`src/rtl/fir_pkg.sv`:
```
// Shared definitions for the FIR filter chain: default widths and the
// saturation bound helpers used when requantising wide samples.
package fir_pkg;

    localparam int DEF_IN_W  = 32;
    localparam int DEF_OUT_W = 16;

    // Largest value representable in a w-bit two's complement word.
    function automatic longint sat_max(input int w);
        return (longint'(1) <<< (w - 1)) - 1;
    endfunction

    // Smallest value representable in a w-bit two's complement word.
    function automatic longint sat_min(input int w);
        return -(longint'(1) <<< (w - 1));
    endfunction

endpackage

```
`src/rtl/sync_fifo_fwft.sv`:
```
// First-word-fall-through FIFO: head is visible on rd_data whenever valid=1.
// Pointers carry one extra wrap bit so full and empty are unambiguous.
module sync_fifo_fwft #(
    parameter int WIDTH = 16,
    parameter int DEPTH = 16
) (
    input  logic                     clk,
    input  logic                     rst,
    input  logic                     wr_en,
    input  logic [WIDTH-1:0]         wr_data,
    input  logic                     rd_en,
    output logic [WIDTH-1:0]         rd_data,
    output logic                     valid,
    output logic                     full,
    output logic [$clog2(DEPTH):0]   level
);
    localparam int AW = $clog2(DEPTH);

    logic [WIDTH-1:0] mem [DEPTH];
    logic [AW:0]      wptr, rptr;
    logic             empty, do_rd, do_wr;

    assign empty = (wptr == rptr);
    assign full  = (wptr[AW] != rptr[AW]) && (wptr[AW-1:0] == rptr[AW-1:0]);
    assign level = wptr - rptr;
    assign valid = ~empty;
    // A write into a full FIFO is allowed only when the head leaves the same cycle.
    assign do_rd = rd_en & ~empty;
    assign do_wr = wr_en & (~full | do_rd);
    // Empty FIFO presents zero rather than stale storage.
    assign rd_data = empty ? '0 : mem[rptr[AW-1:0]];

    // Pointer update; reset empties the buffer.
    always_ff @(posedge clk) begin
        if (rst) begin
            wptr <= '0;
            rptr <= '0;
        end else begin
            if (do_wr) wptr <= wptr + 1'b1;
            if (do_rd) rptr <= rptr + 1'b1;
        end
    end

    // Storage write; contents need no reset since pointers gate visibility.
    always_ff @(posedge clk) begin
        if (do_wr && !rst) mem[wptr[AW-1:0]] <= wr_data;
    end

endmodule

```
`src/rtl/fir_decim_requant.sv`:
```
// Decimates the FIR output, requantises kept samples with round-half-up
// shift and saturation, and buffers them behind a valid/ready FIFO.
module fir_decim_requant
    import fir_pkg::*;
#(
    parameter int IN_W       = DEF_IN_W,
    parameter int OUT_W      = DEF_OUT_W,
    parameter int SHIFT      = 8,
    parameter int DECIM      = 4,
    parameter int FIFO_DEPTH = 16
) (
    input  logic                            clk,
    input  logic                            rst,
    input  logic                            din_valid,
    input  logic [IN_W-1:0]                 din,
    input  logic                            clr_ovf,
    output logic [OUT_W-1:0]                dout,
    output logic                            dout_valid,
    input  logic                            dout_ready,
    output logic [$clog2(FIFO_DEPTH):0]     fifo_level,
    output logic                            overflow,
    output logic [15:0]                     sat_count
);
    localparam int     PW     = (DECIM > 1) ? $clog2(DECIM) : 1;
    localparam longint SMAX_L = sat_max(OUT_W);
    localparam longint SMIN_L = sat_min(OUT_W);
    localparam logic signed [IN_W:0] SMAX = (IN_W+1)'(SMAX_L);
    localparam logic signed [IN_W:0] SMIN = (IN_W+1)'(SMIN_L);
    localparam logic signed [IN_W:0] RND  = (IN_W+1)'(1) <<< (SHIFT - 1);

    logic [PW-1:0]          phase;
    logic                   keep;
    logic signed [IN_W:0]   ext, rsum, s1_r;
    logic                   s1_vld;
    logic                   hi, lo, sat_hit, full, drop;
    logic [OUT_W-1:0]       q;

    assign keep = din_valid && (phase == '0);

    // Rounding add is done one bit wider so +full-scale cannot wrap negative.
    always_comb begin
        ext  = {din[IN_W-1], din};
        rsum = ext + RND;
    end

    // Decimation phase advances only on valid input samples.
    always_ff @(posedge clk) begin
        if (rst)
            phase <= '0;
        else if (din_valid)
            phase <= (phase == PW'(DECIM - 1)) ? '0 : phase + 1'b1;
    end

    // Stage 1: register the rounded, shifted kept sample.
    always_ff @(posedge clk) begin
        if (rst) begin
            s1_vld <= 1'b0;
            s1_r   <= '0;
        end else begin
            s1_vld <= keep;
            if (keep) s1_r <= rsum >>> SHIFT;
        end
    end

    // Stage 2: clamp to the output range; the result goes straight to the FIFO.
    always_comb begin
        hi      = (s1_r > SMAX);
        lo      = (s1_r < SMIN);
        q       = hi ? SMAX[OUT_W-1:0] : (lo ? SMIN[OUT_W-1:0] : s1_r[OUT_W-1:0]);
        sat_hit = s1_vld & (hi | lo);
        // Full implies dout_valid, so the only rescue is a read this cycle.
        drop    = s1_vld & full & ~dout_ready;
    end

    // Saturation counter (holds at max) and sticky overflow flag; set beats clear.
    always_ff @(posedge clk) begin
        if (rst) begin
            sat_count <= '0;
            overflow  <= 1'b0;
        end else begin
            if (sat_hit && sat_count != 16'hFFFF) sat_count <= sat_count + 1'b1;
            if (drop)         overflow <= 1'b1;
            else if (clr_ovf) overflow <= 1'b0;
        end
    end

    sync_fifo_fwft #(.WIDTH(OUT_W), .DEPTH(FIFO_DEPTH)) u_fifo (
        .clk     (clk),
        .rst     (rst),
        .wr_en   (s1_vld),
        .wr_data (q),
        .rd_en   (dout_ready),
        .rd_data (dout),
        .valid   (dout_valid),
        .full    (full),
        .level   (fifo_level)
    );

endmodule

```
`config.mk`:
```
export PLATFORM = sky130hd
export DESIGN_NAME = fir_decim_requant
export DESIGN_NICKNAME = d
export VERILOG_FILES = /design/src/rtl/fir_pkg.sv /design/src/rtl/sync_fifo_fwft.sv /design/src/rtl/fir_decim_requant.sv
export SDC_FILE = /design/constraint.sdc
export NUM_CORES = 1
export LEC_CHECK = 0
export CORE_MARGIN = 5
export CORE_UTILIZATION = 60
export CTS_BUF_LIST = sky130_fd_sc_hd__clkbuf_8
export CTS_CLUSTER_DIAMETER = 80
export DETAILED_ROUTE_END_ITERATION = 10
export PLACE_DENSITY = 0.82
export SLEW_MARGIN = 10
export SYNTH_ARGS = -nofsm -noshare
export SYNTH_HDL_FRONTEND = slang
export SYNTH_SLANG_ARGS = --single-unit
```
`constraint.sdc`:
```
create_clock -name clk -period 7.55 [get_ports clk]
set_input_delay 1.1325 -clock clk [delete_from_list [all_inputs] [get_ports clk]]
set_output_delay 1.1325 -clock clk [all_outputs]
set_load 0.02 [all_outputs]
```
==> impl_metrics.tcl <==
set metrics [dict create \
    r2r-end "u_fifo.mem[13][4]" \
    detail_route.wl_per_cell_um 23.2 \
    design.core.area_mm2 0.0212 \
    critPathKind "reg -> out" \
    grt_max_degree 65 \
    leakage_nw 4.75 \
    synth_nets 822 \
    r2r_start "u_fifo.wptr[2]" \
    cp.required_ns 6.42 \
    synth_edf_count 256 \
    synth_cells 771 \
    synth.avg_cell_area_um2 16.8 \
    dieWidth_um 157 \
    grt_pass1_vias 7535 \
    synth_top_area_share_pct 59.2 \
    ff2ff_path_depth 7 \
    status "finished clean" \
    rows 53 \
    fin_tns_setup_ns 0 \
    drtIter0Drc 708 \
    slew_viol_final 0 \
    vdd_ir_drop_max_v 0.000170 \
    cts_root_buffer "clkbuf_8" \
    start_kind "flip-flop" \
    layout_commonest_cell "edfxtp_1" \
    synth.area.top_cells "edfxtp_1, mux4_2, dfxtp_1" \
    fin_crit_sh_pct 66.8 \
    clock_latency_ns 0.58 \
    min_from "s1_r[0]" \
    end_kind "output port" \
    setup_violations 0 \
    hold_violations 0 \
    ys_async_sr_fraction_pct 0 \
    groute.usage.overall_pct 23.2 \
    cts_buffer_depth 3 \
    finalCriticalPeriod_ns 5.04 \
    crit_arrival_ns 3.91 \
    holdPathStages 2 \
    yosys_warnings 0 \
    relSlewSlack_pct 29.0 \
    dieHeight_um 157 \
    place_inst 1096 \
    place_hpwl_mm 15.8 \
    wirelength_mm 27.5 \
    dieArea_mm2 0.0247 \
    drive_above_1_share_pct 19.0 \
    finClkSkew_ns 0.0312 \
    overflow 0 \
    cts_resized 0 \
    tightest_slew_ns 1.06 \
    yosys.area.top_type "edfxtp_1" \
    synthToLayoutAreaGrowth_pct 14.3 \
    gp_congestion 0.872 \
    cp_max_fo 37 \
    rsz0062_at_grt "no" \
    num_vias 7397 \
    hold_class "reg -> reg" \
    grt_pass1_wl_mm 43.0 \
    rrSetupSlack_ns 4.86 \
    numCtsBuffers 48 \
    avgViaCountPerCell 6.24 \
    ant_nets 0 \
    synth_seq_cells 315 \
    most-common-layout-cells "edfxtp_1, mux4_2, clkdlybuf4s50_1" \
    drv_cap 0 \
    n_fill_cell 1240 \
    whs_endpoint "s1_r[0]" \
    cts_hold_buf 0 \
    power_density_mw_per_mm2 251 \
    pin_count 76 \
    cts_max_level 2 \
    route.detailed.drc 0 \
    fmaxAchievable_mhz 198 \
    synthFlopType "edfxtp_1" \
    fin_cells 1185 \
    clk_pin_slew_ns 0.06 \
    start_util_pct 61.4 \
    cts_setup_buffers 0 \
    ys_seq_area_share_pct 68.3 \
    port_buffers 68 \
    num_antenna_cells 0 \
    syn_area_mm2 0.0130 \
    ys_types 46 \
    finalPower_mw 3.73 \
    grt_antenna_before_repair 0 \
    cts.sink_count 315 \
    nets 922 \
    drt_first_pass_iters 5 \
    cts_tree "yes" \
]
==> flip-flops by register name, summed over array words and instances, names as in the netlist, named ones only <==
| name | flops |
|---|---|
| s1_r | 25 |
| sat_count | 16 |
| u_fifo.mem | 256 |
| overflow | 1 |
| s1_vld | 1 |
| u_fifo.wptr | 5 |
| phase | 2 |
| u_fifo.rptr | 5 |
==> per-stage QoR <==
stage / setup slack (ns) / util, % / hold WS (ns) / instance area, um^2
CTS: 2.40 / 70.2 / 0.463 / 14800
finish: 2.51 / 70.2 / 0.467 / 14800
global route: 2.24 / 70.2 / 0.497 / 14800
global placement: 3.11 / 66.2 / 0.451 / 14000
detailed placement: 3.07 / 66.2 / 0.453 / 14000
floorplan: 4.27 / - / 0.437 / 13000
==> cell usage after synthesis, types with 3 or more instances <==
library cell  count
a211oi_1         22
xnor2_1          15
o31ai_1           3
or3_1            10
xor2_1           22
o21ai_0           9
or4_1             3
nor3_1            8
ha_1             13
a21o_1           17
nand4_1          17
nand2b_1          3
inv_1            12
edfxtp_1        256
nor4_1            5
nand3_1          17
and4_1            6
and3_1           10
dfxtp_1          59
mux4_2           80
nor2_1           61
and2_1           18
clkbuf_1         22
buf_6             3
nand2_1          27
a21oi_1          19
buf_4             7
buf_1             7
==> layer usage <==
layer | global-route usage [%] | wire, um | vias up
li1 | - | - | 3268
met1 | 31.5 | 10500 | 3706
met2 | 38.9 | 14000 | 371
met3 | 4.43 | 2320 | 52
met4 | 6.76 | 610 | 0
met5 | 0 | 0 | -
==> how the worst max path moves through the flow <==
stage,startpoint,to,slack (ns),cells after the start
global placement,flip-flop,dout[5],3.11,5
detailed placement,flip-flop,dout[9],3.07,5
floorplan,dout_ready,u_fifo.mem[3][0],4.27,4
CTS,flip-flop,dout[5],2.40,5
global route,flip-flop,dout[5],2.24,5
finish,flip-flop,dout[5],2.51,5
==> final cells by class <==
type	instances	area, um^2	share of cell area (%)
clock inverter	41	188	1.26
sequential	315	8870	59.8
clock buffer	48	661	4.45
inverter	13	48.8	0.329
timing repair buffer	91	848	5.71
multi-input combinational	402	3880	26.2
tap	275	344	2.32
==> cells by family after synthesis <==
group	count (synthesis)	share of synthesized area (%)
adders and majority gates	14	1.41
muxes	83	14.1
xor gates and xnor gates	37	2.49
AOI/OAI and AO/OA	77	4.09
buffers and inverters	54	1.98
DFF	315	68.3
and+or+nand+nor	191	7.62
==> power by group <==
part | total, mW | leakage (nW) | internal (mW) | switching, mW
logic | 0.492 | 1.50 | 0.233 | 0.260
clock network | 1.23 | 0.503 | 0.602 | 0.633
registers | 2.00 | 2.75 | 1.96 | 0.0429
==> worst max-delay path: stages (launching register included) <==
cell             delay [ns]
dfxtp_4                0.84
buf_4                  0.60
mux4_2                 0.60
mux4_2                 0.54
and2_1                 0.18
clkdlybuf4s50_1        0.53
(Power assumes the default switching activity.)
